<file path="src/rtl/imm_pkg.sv">
`default_nettype none
// ============================================================================
//  Module      : imm_pkg
//  Description : Shared constants for the immediate-generation stage.
//                It holds the format codes, the base opcodes that the decoder
//                recognises and the skid-buffer occupancy states.
//  Revision    : 1.0 - initial release
// ============================================================================
package imm_pkg;

    // Format codes carried on out_fmt
    localparam logic [2:0] FMT_R   = 3'd0;
    localparam logic [2:0] FMT_I   = 3'd1;
    localparam logic [2:0] FMT_ISH = 3'd2;
    localparam logic [2:0] FMT_S   = 3'd3;
    localparam logic [2:0] FMT_B   = 3'd4;
    localparam logic [2:0] FMT_U   = 3'd5;
    localparam logic [2:0] FMT_J   = 3'd6;
    localparam logic [2:0] FMT_ILL = 3'd7;

    // Base opcodes (instr[6:0])
    localparam logic [6:0] OPC_OP_IMM   = 7'b0010011;
    localparam logic [6:0] OPC_LOAD     = 7'b0000011;
    localparam logic [6:0] OPC_JALR     = 7'b1100111;
    localparam logic [6:0] OPC_MISC_MEM = 7'b0001111;
    localparam logic [6:0] OPC_SYSTEM   = 7'b1110011;
    localparam logic [6:0] OPC_STORE    = 7'b0100011;
    localparam logic [6:0] OPC_BRANCH   = 7'b1100011;
    localparam logic [6:0] OPC_LUI      = 7'b0110111;
    localparam logic [6:0] OPC_AUIPC    = 7'b0010111;
    localparam logic [6:0] OPC_JAL      = 7'b1101111;
    localparam logic [6:0] OPC_OP       = 7'b0110011;

    // Skid-buffer occupancy
    typedef enum logic [1:0] {
        SKID_EMPTY = 2'd0,
        SKID_ONE   = 2'd1,
        SKID_TWO   = 2'd2
    } skid_state_t;

endpackage
`default_nettype wire

</file>
<file path="src/rtl/imm_decode.sv">
`default_nettype none
// ============================================================================
//  Module      : imm_decode
//  Description : Combinational immediate decoder. Derives the instruction
//                format from the opcode and builds the XLEN-wide immediate.
//  Ports       : instr   - 32-bit instruction word
//                fmt     - format code (imm_pkg FMT_*)
//                imm     - extended immediate
//                illegal - opcode not recognised
//                pc_rel  - immediate is PC-relative (branch, JAL, AUIPC)
//  Revision    : 1.0 - initial release
// ============================================================================
module imm_decode
    import imm_pkg::*;
#(
    parameter int XLEN = 32,
    parameter int SHW  = $clog2(XLEN)
) (
    input  logic [31:0]     instr,
    output logic [2:0]      fmt,
    output logic [XLEN-1:0] imm,
    output logic            illegal,
    output logic            pc_rel
);

    logic [6:0] w_opcode;
    logic [2:0] w_funct3;

    assign w_opcode = instr[6:0];
    assign w_funct3 = instr[14:12];

    always_comb begin
        fmt = FMT_ILL;
        case (w_opcode)
            OPC_OP_IMM: begin
                // slli / srli / srai carry a shift amount, not a signed immediate
                if (w_funct3 == 3'b001 || w_funct3 == 3'b101)
                    fmt = FMT_ISH;
                else
                    fmt = FMT_I;
            end
            OPC_LOAD, OPC_JALR, OPC_MISC_MEM, OPC_SYSTEM: fmt = FMT_I;
            OPC_STORE:                                    fmt = FMT_S;
            OPC_BRANCH:                                   fmt = FMT_B;
            OPC_LUI, OPC_AUIPC:                           fmt = FMT_U;
            OPC_JAL:                                      fmt = FMT_J;
            OPC_OP:                                       fmt = FMT_R;
            default:                                      fmt = FMT_ILL;
        endcase
    end

    always_comb begin
        imm = '0;
        case (fmt)
            FMT_I:   imm = {{(XLEN-11){instr[31]}}, instr[30:20]};
            FMT_ISH: imm = {{(XLEN-SHW){1'b0}}, instr[20+SHW-1:20]};
            FMT_S:   imm = {{(XLEN-11){instr[31]}}, instr[30:25], instr[11:7]};
            FMT_B:   imm = {{(XLEN-12){instr[31]}}, instr[7], instr[30:25],
                            instr[11:8], 1'b0};
            FMT_U:   imm = {{(XLEN-31){instr[31]}}, instr[30:12], 12'b0};
            FMT_J:   imm = {{(XLEN-20){instr[31]}}, instr[19:12], instr[20],
                            instr[30:21], 1'b0};
            default: imm = '0;
        endcase
    end

    assign illegal = (fmt == FMT_ILL);
    // LUI shares the U format but is not PC-relative
    assign pc_rel  = (fmt == FMT_B) || (fmt == FMT_J) || (w_opcode == OPC_AUIPC);

endmodule
`default_nettype wire

</file>
<file path="src/rtl/imm_gen_stage.sv">
`default_nettype none
// ============================================================================
//  Module      : imm_gen_stage
//  Description : Registered immediate-generation stage with a 2-entry skid
//                buffer behind a valid/ready handshake. Decode (and the
//                optional PC-relative add) happen at capture; outputs come
//                only from registers.
//  Ports       : clk, rst (async, active-high), flush
//                in_valid/in_ready/in_instr/in_pc  - upstream side
//                out_valid/out_ready               - downstream handshake
//                out_imm/out_fmt/out_illegal/out_target - registered results
//  Config      : IMMGEN_TARGET_EN - when defined, the PC adder and target
//                storage are built; otherwise out_target is tied to 0.
//  Revision    : 1.0 - initial release
// ============================================================================
module imm_gen_stage
    import imm_pkg::*;
#(
    parameter int XLEN = 32,
    parameter int SHW  = $clog2(XLEN)
) (
    input  logic            clk,
    input  logic            rst,
    input  logic            flush,
    input  logic            in_valid,
    output logic            in_ready,
    input  logic [31:0]     in_instr,
    input  logic [XLEN-1:0] in_pc,
    output logic            out_valid,
    input  logic            out_ready,
    output logic [XLEN-1:0] out_imm,
    output logic [2:0]      out_fmt,
    output logic            out_illegal,
    output logic [XLEN-1:0] out_target
);

    skid_state_t     r_state;
    skid_state_t     w_state_next;

    logic [2:0]      w_dec_fmt;
    logic [XLEN-1:0] w_dec_imm;
    logic            w_dec_illegal;
    logic            w_dec_pc_rel;

    logic            w_in_fire;
    logic            w_out_fire;
    logic            w_load_main;
    logic            w_load_skid;
    logic            w_promote;

    logic [XLEN-1:0] r_main_imm;
    logic [2:0]      r_main_fmt;
    logic            r_main_ill;
    logic [XLEN-1:0] r_skid_imm;
    logic [2:0]      r_skid_fmt;
    logic            r_skid_ill;

    imm_decode #(
        .XLEN (XLEN),
        .SHW  (SHW)
    ) u_decode (
        .instr   (in_instr),
        .fmt     (w_dec_fmt),
        .imm     (w_dec_imm),
        .illegal (w_dec_illegal),
        .pc_rel  (w_dec_pc_rel)
    );

    // Flush suppresses acceptance so a concurrent entry is not captured
    assign w_in_fire  = in_valid & in_ready & ~flush;
    assign w_out_fire = out_valid & out_ready;

    // New entry goes to main when main is free or being drained this cycle
    assign w_load_main = w_in_fire & ((r_state == SKID_EMPTY) ||
                                      ((r_state == SKID_ONE) & w_out_fire));
    assign w_load_skid = w_in_fire & (r_state == SKID_ONE) & ~w_out_fire;
    assign w_promote   = (r_state == SKID_TWO) & w_out_fire;

    // ---------------- state register ----------------
    always_ff @(posedge clk or posedge rst) begin
        if (rst)
            r_state <= SKID_EMPTY;
        else
            r_state <= w_state_next;
    end

    // ---------------- next-state logic ----------------
    always_comb begin
        w_state_next = r_state;
        if (flush) begin
            w_state_next = SKID_EMPTY;
        end else begin
            case (r_state)
                SKID_EMPTY: if (w_in_fire) w_state_next = SKID_ONE;
                SKID_ONE: begin
                    if (w_in_fire & ~w_out_fire)
                        w_state_next = SKID_TWO;
                    else if (~w_in_fire & w_out_fire)
                        w_state_next = SKID_EMPTY;
                end
                SKID_TWO:   if (w_out_fire) w_state_next = SKID_ONE;
                default:    w_state_next = SKID_EMPTY;
            endcase
        end
    end

    // ---------------- state outputs ----------------
    // in_ready comes from registered state only, never from out_ready
    always_comb begin
        out_valid = (r_state != SKID_EMPTY);
        in_ready  = (r_state != SKID_TWO);
    end

    // ---------------- entry storage ----------------
    always_ff @(posedge clk or posedge rst) begin
        if (rst) begin
            r_main_imm <= '0;
            r_main_fmt <= FMT_R;
            r_main_ill <= 1'b0;
            r_skid_imm <= '0;
            r_skid_fmt <= FMT_R;
            r_skid_ill <= 1'b0;
        end else if (flush) begin
            r_main_imm <= '0;
            r_main_fmt <= FMT_R;
            r_main_ill <= 1'b0;
            r_skid_imm <= '0;
            r_skid_fmt <= FMT_R;
            r_skid_ill <= 1'b0;
        end else begin
            if (w_load_main) begin
                r_main_imm <= w_dec_imm;
                r_main_fmt <= w_dec_fmt;
                r_main_ill <= w_dec_illegal;
            end else if (w_promote) begin
                r_main_imm <= r_skid_imm;
                r_main_fmt <= r_skid_fmt;
                r_main_ill <= r_skid_ill;
            end
            if (w_load_skid) begin
                r_skid_imm <= w_dec_imm;
                r_skid_fmt <= w_dec_fmt;
                r_skid_ill <= w_dec_illegal;
            end
        end
    end

    assign out_imm     = r_main_imm;
    assign out_fmt     = r_main_fmt;
    assign out_illegal = r_main_ill;

`ifdef IMMGEN_TARGET_EN
    logic [XLEN-1:0] w_new_target;
    logic [XLEN-1:0] r_main_tgt;
    logic [XLEN-1:0] r_skid_tgt;

    // Natural XLEN-bit wrap on the add
    assign w_new_target = w_dec_pc_rel ? (in_pc + w_dec_imm) : '0;

    always_ff @(posedge clk or posedge rst) begin
        if (rst) begin
            r_main_tgt <= '0;
            r_skid_tgt <= '0;
        end else if (flush) begin
            r_main_tgt <= '0;
            r_skid_tgt <= '0;
        end else begin
            if (w_load_main)
                r_main_tgt <= w_new_target;
            else if (w_promote)
                r_main_tgt <= r_skid_tgt;
            if (w_load_skid)
                r_skid_tgt <= w_new_target;
        end
    end

    assign out_target = r_main_tgt;
`else
    logic w_unused_target;

    assign w_unused_target = ^{in_pc, w_dec_pc_rel};
    assign out_target      = '0;
`endif

endmodule
`default_nettype wire

</file>
<file path="config.mk">
export PLATFORM = sky130hd
export DESIGN_NAME = imm_gen_stage
export DESIGN_NICKNAME = d
export VERILOG_FILES = /design/src/rtl/imm_pkg.sv /design/src/rtl/imm_decode.sv /design/src/rtl/imm_gen_stage.sv
export SDC_FILE = /design/constraint.sdc
export NUM_CORES = 1
export LEC_CHECK = 0
export ABC_AREA = 1
export CORE_MARGIN = 4
export CORE_UTILIZATION = 30
export CTS_CLUSTER_SIZE = 14
export DETAILED_ROUTE_END_ITERATION = 10
export GPL_TIMING_DRIVEN = 0
export PLACE_DENSITY = 0.56
export SETUP_SLACK_MARGIN = 0.1
export SYNTH_ARGS = -nofsm -noshare
export SYNTH_HDL_FRONTEND = slang
export SYNTH_HIERARCHICAL = 1
export SYNTH_SLANG_ARGS = --single-unit
</file>
<file path="constraint.sdc">
create_clock -name clk -period 3.6 [get_ports clk]
set_clock_uncertainty 0.1 [all_clocks]
set_input_delay 0.9 -clock clk [delete_from_list [all_inputs] [get_ports clk]]
set_output_delay 0.9 -clock clk [all_outputs]
set_load 0.01 [all_outputs]
</file>
* Yosys cells after proc, flatten, opt, wreduce, memory -nomap -nowiden
Index checks and enable logic that the tools add are counted.
** Word-level totals
- Register bits after elaboration :: 74
- Output and inout port bits :: 70
- Word-level logic and storage cells :: 79
- Bits of input ports :: 69
** Cells by class
- Reductions and logical operators :: 9
- Eq/ne operators :: 26
- Bitwise operators :: 13
- Muxes and demuxes :: 24
** Operators by type and width (number)
- $pmux 32 s6 :: 1
- $mux 32 :: 5
- $eq 7x7->1 const B :: 4
- $eq 7x6->1 const B :: 3
- $pmux 3 s7 :: 1
- $eq 3x3->1 const B :: 5
- $mux 3 :: 5
- $eq 7x5->1 const B :: 2
- $mux 2 :: 6
- $and 1x1->1 :: 10
- $eq 7x2->1 const B :: 1
- $eq 7x4->1 const B :: 1
- $eq 3x1->1 const B :: 2
- $eq 3x2->1 const B :: 2
- $ne 3x3->1 const B :: 2
- $pmux 2 s3 :: 1
- $mux 1 :: 5
- $ne 4x2->1 const B :: 1
- $reduce_bool 2->1 :: 2
- $reduce_or 4->1 :: 1
- $not 1->1 :: 3
- $reduce_and 3->1 :: 1
- $reduce_bool 3->1 :: 1
- $eq 2x1->1 const B :: 1
- 5 further kinds :: 6

* Depth between registers and ports, before layout
Gate-level depths: netlist (run 1).
- Word-level depth :: 9
- Depth in mapped cells :: 14
- Depth with buffers taken out :: 13

* Cells and area by module
Netlist (run 1), hierarchy kept.
** By module, submodules not included
- imm_gen_stage :: cells an instance 458, area an instance 3673.5 um^2, seq. area each 1851.8 um^2, instances 1
- imm_decode :: cells an instance 172, area an instance 884.6 um^2, seq. area each 0.0 um^2, instances 1

* Worst setup path after synthesis (run 1)
No wires, ideal clock.
- Path type :: input -> register
- Start point :: input in_instr[1]
- End point :: register r_main_imm[31] (netlist: out_imm[31])
- Required time :: 3383 ps
- Buffers on the path :: 1
- Library setup time :: 117 ps
- Cell stages on the path :: 13
- Slack :: 1327 ps
- Arrival :: 2056 ps
- Cell sequence :: nand2_1 -> inv_1 -> nand2_1 -> nand2_1 -> nand2_1 -> nand4_4 -> nand3_4 -> buf_6 -> nand2_2 -> inv_1 -> o21ai_0 -> nand2_1 -> nand2_1
** On the way
- Word-level cells in the longest chain between the ends :: 7
- Elaborated cells on any way between the ends :: 23
- Classes of those cells :: eq/ne (17); mux (4); reduce/logical (2)
** RTL lines
- from (decl) :: line imm_gen_stage.sv:27 : input logic [31:0] in_instr,
- $eq 7x2->1 (tied with other cells) :: line imm_decode.sv:34 : case (w_opcode)
- $reduce_or 4->1 or $reduce_or 2->1 (tied branches) :: line imm_decode.sv:34
- $pmux 3 s7 (*) :: line imm_decode.sv:34
- $eq 3x3->1 (tied with other cells)
- $pmux 32 s6 (*) :: line imm_decode.sv:54 : case (fmt)
- net w_dec_imm[31] :: line imm_gen_stage.sv:41 : logic [XLEN-1:0] w_dec_imm;
- $mux 32 (*) :: line imm_gen_stage.sv:131 : if (w_load_main) begin
- $mux 32 (*) :: line imm_gen_stage.sv:123 : end else if (flush) begin
- to (signal assigned) :: line imm_gen_stage.sv:132 : r_main_imm <= w_dec_imm;
- to (signal assigned) :: line imm_gen_stage.sv:136 : r_main_imm <= r_skid_imm;
- to (decl) :: line imm_gen_stage.sv:51 : logic [XLEN-1:0] r_main_imm;
Mark *: on every way through the listed nets, which the timed path passes. The rest lies on a longest branch.
A chain may end at the register's enable or synchronous reset.

* Worst setup path in the final report (run 1)
- Start point :: input in_instr[6]
- End point :: register r_main_fmt[1] (netlist: out_fmt[1])
** On the way
- Word-level cells in the longest chain between the ends :: 5
- Elaborated cells on any way between the ends :: 16
- Classes of those cells :: eq/ne (11); mux (3); reduce/logical (2)
** RTL lines
- $eq 7x2->1 (tied with other cells) :: line imm_decode.sv:34
- $reduce_or 4->1 or $reduce_or 2->1 (tied branches) :: line imm_decode.sv:34
- $pmux 3 s7 (*) :: line imm_decode.sv:34
- net w_dec_fmt[1] :: line imm_gen_stage.sv:40 : logic [2:0] w_dec_fmt;
- $mux 3 (*) :: line imm_gen_stage.sv:131
- $mux 3 (*) :: line imm_gen_stage.sv:123
- to (signal assigned) :: line imm_gen_stage.sv:133 : r_main_fmt <= w_dec_fmt;
- to (signal assigned) :: line imm_gen_stage.sv:137 : r_main_fmt <= r_skid_fmt;
- to (decl) :: line imm_gen_stage.sv:52 : logic [2:0] r_main_fmt;
Marks and branches as above.

==> metrics, run 1 <==
Total Routed Length ~12 mm; WP data arrival 2.95 ns; row count 44; worst-margin pin slew between 0.5 and 0.6 ns; status finished, final reports clean; Core ar. about 15000 sq um; TritonCTS clock tree built; vias in the first global route 4247; Clk Latency, worst-skew pair approximately 0.34 ns; hold buffer count at cts 0; remaining antenna violation count 0; wire per inst about 13 microns; Cell Pwr Density about 350 nW/um^2; Area Overhead vs Synth 31.1%; initial antenna violation count 0; Min Clock Period, post-route 2.78 ns; gr usage total around 15%; final instance area between 5000 and 6000 sq um; count of nets after finishing between 800 and 900; worst min path class reg2reg; Die Wd about 130 microns; CP Class in2reg; iteration-0 DRC count of the detailed router ~330; clock-pin transition on the worst setup and hold timing paths 0.06 ns; initial core utilization approximately 31%; synthesized instance count about 630; Worst slew margin around 64%; IO Port Bufs between 70 and 80; Die H 131 microns; unrepaired setup endpoints after global routing false; clk buf depth 2; layout cells sized above 1 ~12%; final setup vio count 0; Worst Path Max Fanout 7; Clock Sinks 74; Post-Syn Area between 4000 and 5000 sq um; # diodes 0; Min Hold Slack 0.411 ns; commonest non-fill, non-tap cells in the layout 184 x nand2_1, 97 x nand3_1, 74 x o21ai_0, 74 x clkdlybuf4s50_1, 74 x dfrtp_1; total CTS buffers 9; Crit path required time roughly 3.8 ns; post-CTS setup buffer count 0; vias between 4000 and 5000; Post-Place Cell Area 5670 sq um; syn_area_per_cell 7.25 sq um; most common cell after layout, fill and taps aside nand2_1; CP endpoint kind flop; cts repair resizes 0; drt drc 0; grt total ovfl 0; htree depth 3; Fin. Hold Viols 0; DPL Wire Length slightly below 10 mm; largest net degree at the start of global routing 50; MaxCap Viol Count 0; Pleak roughly 3 nW; maximum VDD drop roughly 230 uV; Placer Congestion between 0.8 and 0.9; Root Buffer clkbuf_16; Slew Viols, Final 0; fmax approximately 0.36 GHz; IO Pins between 100 and 150; CP Launch Type input port; DR vias/cell around 4.6; Final period util 77.2%; Pre-antenna DRT Iters 4; Die ar. roughly 17000 sq um; synth warn 6; first-pass GRT wire length approximately 21 mm
[cell type report]
class | instances | area [sq um]
plain buffers | 66 | 422
fillers | 1496 | 8730
inverters | 65 | 246
clock inverters | 6 | 67.6
clock buffers | 10 | 229
repair buffers | 75 | 768
well taps | 184 | 230
flip-flops and latches | 74 | 1850
multi-input cells | 454 | 2150
[worst max-delay path, stage by stage]
cell	delay (ns)
clkdlybuf4s50_1	0.64
nor2_1	0.08
nand2_1	0.08
nor2_2	0.08
nor3_1	0.30
nand4_1	0.25
nand2_1	0.12
inv_1	0.05
o21ai_0	0.27
nand2_1	0.09
nand2_1	0.06
[per-layer routing]
metal | vias to the layer above | GRT usage [%] | routed length, microns
met4 | 0 | 5.72 | 265
met3 | 19 | 3.29 | 600
met2 | 112 | 23.3 | 5650
li1 | 2171 | - | -
met1 | 2028 | 20.3 | 5970
met5 | - | 0 | 0
[final timing paths]
| path | start | endpoint | slack (ns) | cells after the start |
|---|---|---|---|---|
| setup reg to reg | r_state[0] | out_imm[9] | 1.78 | 7 |
| min in group asynchronous | rst | out_imm[22] | 0.81 | 2 |
| hold reg to reg | r_skid_imm[21] | r_skid_imm[21] | 0.41 | 2 |
| max in group asynchronous | rst | out_imm[6] | 2.03 | 3 |
| setup / recovery | in_instr[6] | out_fmt[1] | 0.82 | 11 |
| hold / removal | r_skid_imm[21] | r_skid_imm[21] | 0.41 | 2 |
[metrics by stage]
step | worst slack [ns] | utilization (%) | power [mW] | setup TNS [ns] | std cells
final | 0.822 | 40.6 | 2.08 | 0 | 934
after global placement | -0.573 | 38.4 | 1.19 | -41.89 | 917
after floorplan | 0.718 | - | 1.07 | 0 | 659
after detailed placement | 0.499 | 38.6 | 1.20 | 0 | 918
after CTS | 0.847 | 40.6 | 2.10 | 0 | 934
after global routing | 0.612 | 40.6 | 2.19 | 0 | 934
[state kept, by name, summed over array words and instances, names as in the netlist]
register / cells
r_skid_imm: 32
r_skid_fmt: 3
out_illegal: 1
r_state: 2
out_fmt: 3
r_skid_ill: 1
out_imm: 32
[power by group]
group	internal [mW]	leakage (nW)	switching, mW	total, mW
Sequential	0.846	1.03	0.0107	0.857
Clock	0.538	0.139	0.357	0.895
Combinational	0.124	1.85	0.204	0.328
No activity file was read; power rests on OpenSTA's default activity.
==> run 2: changes to the inputs <==
==> constraint.sdc (replaced) <==
create_clock -name clk -period 2.66 [get_ports clk]
set_clock_uncertainty 0.1 [all_clocks]
set_input_delay 0.665 -clock clk [delete_from_list [all_inputs] [get_ports clk]]
set_output_delay 0.665 -clock clk [all_outputs]
set_load 0.01 [all_outputs]
==> metrics, run 2 (same netlist as run 1, synthesis figures left out) <==
initial core utilization 31.0% (unchanged); status finished, final reports clean; Final period util ~91%; clk buf depth 2 (unchanged); Die H 131 microns (unchanged); htree depth 3 (unchanged); CP Class in2reg; layout cells sized above 1 13.8% (+1.4 points); Die Wd 131 microns (unchanged); CP endpoint kind flop; wire per inst 13.5 microns (+1.2%); Pleak 3.04 nW (+0.40%); clock-pin transition on the worst setup and hold timing paths 0.06 ns (about the same); row count 44 (unchanged); commonest non-fill, non-tap cells in the layout 182 x nand2_1, 97 x nand3_1, 74 x dfrtp_1; vias in the first global route 4306 (+1.4%); final core occ 40.7% (+0.16 points); unrepaired setup endpoints after global routing true; DPL Wire Length 9.74 mm (+1.1%); Min Clock Period, post-route roughly 2.4 ns; Overall Power 2.75 mW (+32%); Worst path most repeated cell nand2_1; Clock Sinks 74 (unchanged); gr usage total 14.8% (-0.15 points); Fin. Hold Viols 0 (unchanged); DR vias/cell 4.59 (-0.96%); Crit path required time 2.84 ns (-0.93 ns); Core ar. 14700 sq um (unchanged); worst setup path startpoint in_instr[5]; count of nets after finishing 815 (+0.12%); # diodes 0 (unchanged); Placer Congestion 0.820 (-4.5%); Cell Pwr Density 459 nW/um^2 (+32%); Root Buffer clkbuf_16; Pre-antenna DRT Iters 5 (+1); pre-CTS WS -0.199 ns (-0.698 ns); CP Launch Type input port; Clk Latency, worst-skew pair 0.34 ns (about the same); CP cell instances clkdlybuf4s50_1 -> nand3_4 -> nor2_2 -> nor2_2 -> nand4_4 -> nand3_4 -> buf_6 -> nand2_1 -> inv_1 -> o21ai_0 -> nand2_1 -> nand2_1; setup ws final 0.238 ns (-0.585 ns); iteration-0 DRC count of the detailed router 261 (-20%); final setup vio count 0 (unchanged); Worst Path Max Fanout 10 (+3); Worst slew margin 49.5% (-15 points); critical path buffer and inverter count 3 (+1); vias 4293 (-0.85%); crit-path max cell delay 0.61 ns (-0.03 ns); hold buffer count at cts 0 (unchanged); fmax 0.413 GHz; drt drc 0 (unchanged); worst-margin pin slew 0.756 ns (+0.219 ns); worst-path cell with the longest stage delay clkdlybuf4s50_1; largest net degree at the start of global routing 42 (-16%); family with the most delay on the worst path simple AND/OR/NAND/NOR gates; grt total ovfl 0 (unchanged); Total Routed Length 12.6 mm (+1.3%); initial antenna violation count 0 (unchanged); IO Port Bufs 74 (unchanged); Hold Crit Start r_skid_imm[27]; remaining antenna violation count 0 (unchanged); most common cell after layout, fill and taps aside nand2_1; Die ar. 17200 sq um (unchanged); total CTS buffers 9 (unchanged); IO Pins 139 (unchanged); TritonCTS clock tree built; worst r2r src r_state[1]; first-pass GRT wire length 21.3 mm (+0.23%); worst min path class reg2reg; WP data arrival 2.60 ns (-0.35 ns); MaxCap Viol Count 0 (unchanged); maximum VDD drop 252 uV (+9.8%); Area Overhead vs Synth 31.6%; Slew Viols, Final 0 (unchanged)
-- run 2: changes by cell type in the layout (fill, tap and decap cells not counted), moves of 2 or more --
cell and delta:
nor2_1 -3, clkbuf_1 -4, nor2_4 +2, o21ai_0 -3
o21ai_1 +3, clkbuf_2 +3, nand2_1 -2
-- run 2: cell type report --
cell class / instances / area [sq um]
Inverter: 65 / 248
Sequential cell: 74 / 1850
Clock inverter: 7 / 55.1
Tap cell: 184 / 230
Fill cell: 1525 / 8710
Timing Repair Buffer: 76 / 771
Multi-Input combinational cell: 454 / 2180
Buffer: 66 / 425
Clock buffer: 9 / 225
-- run 2: power by group --
| part | leakage [nW] | total (mW) | switching [mW] | internal [mW] |
|---|---|---|---|---|
| registers | 1.03 | 1.16 | 0.0147 | 1.15 |
| clock network | 0.132 | 1.14 | 0.502 | 0.637 |
| logic | 1.87 | 0.449 | 0.280 | 0.169 |
-- run 2: timing repair --
action | 4_1_cts | 5_1_grt
buffers inserted | 0 | 1
endpoints found under the hold margin | 0 | 0
endpoints found under the setup margin | 0 | 39
gates resized for setup | 0 | 19
-- run 2: worst paths after layout --
check                                 end  slack (ns)  cells after the start
setup reg to reg              out_imm[11]        0.87                      7
hold / removal             r_skid_imm[27]        0.41                      2
max in group asynchronous      out_imm[3]        1.10                      3
setup / recovery              out_imm[20]        0.24                     12
hold reg to reg            r_skid_imm[27]        0.41                      2
min in group asynchronous     out_imm[20]        0.70                      2
-- run 2: worst register-to-register path, delay by kind of cell (launching register included) --
kind / cells / cell delay, ns
AO/OA/AOI/OAI: 1 / 0.11
flip-flops: 1 / 0.45
buffers and inverters: 1 / 0.31
AND/OR/NAND/NOR: 5 / 0.73
-- run 2: through the flow --
stage	instance area (sq um)	setup TNS, ns	hold slack [ns]	instances
after floorplan	4670	0	0.378	659
after global placement	5640	-2.61	0.391	917
after detailed placement	5660	-3.73	0.398	918
after CTS	5940	0	0.413	934
after global routing	5990	0	0.433	935
final	5990	0	0.410	935
-- run 2: metal layers --
| metal | part of all wire (%) | global-route usage (%) | vias to the layer above |
|---|---|---|---|
| met5 | 0 | 0 | - |
| met4 | 2.3 | 5.89 | 0 |
| met3 | 4.1 | 2.52 | 17 |
| met2 | 46 | 23.8 | 105 |
| met1 | 48 | 19.8 | 1992 |
| li1 | - | - | 2179 |
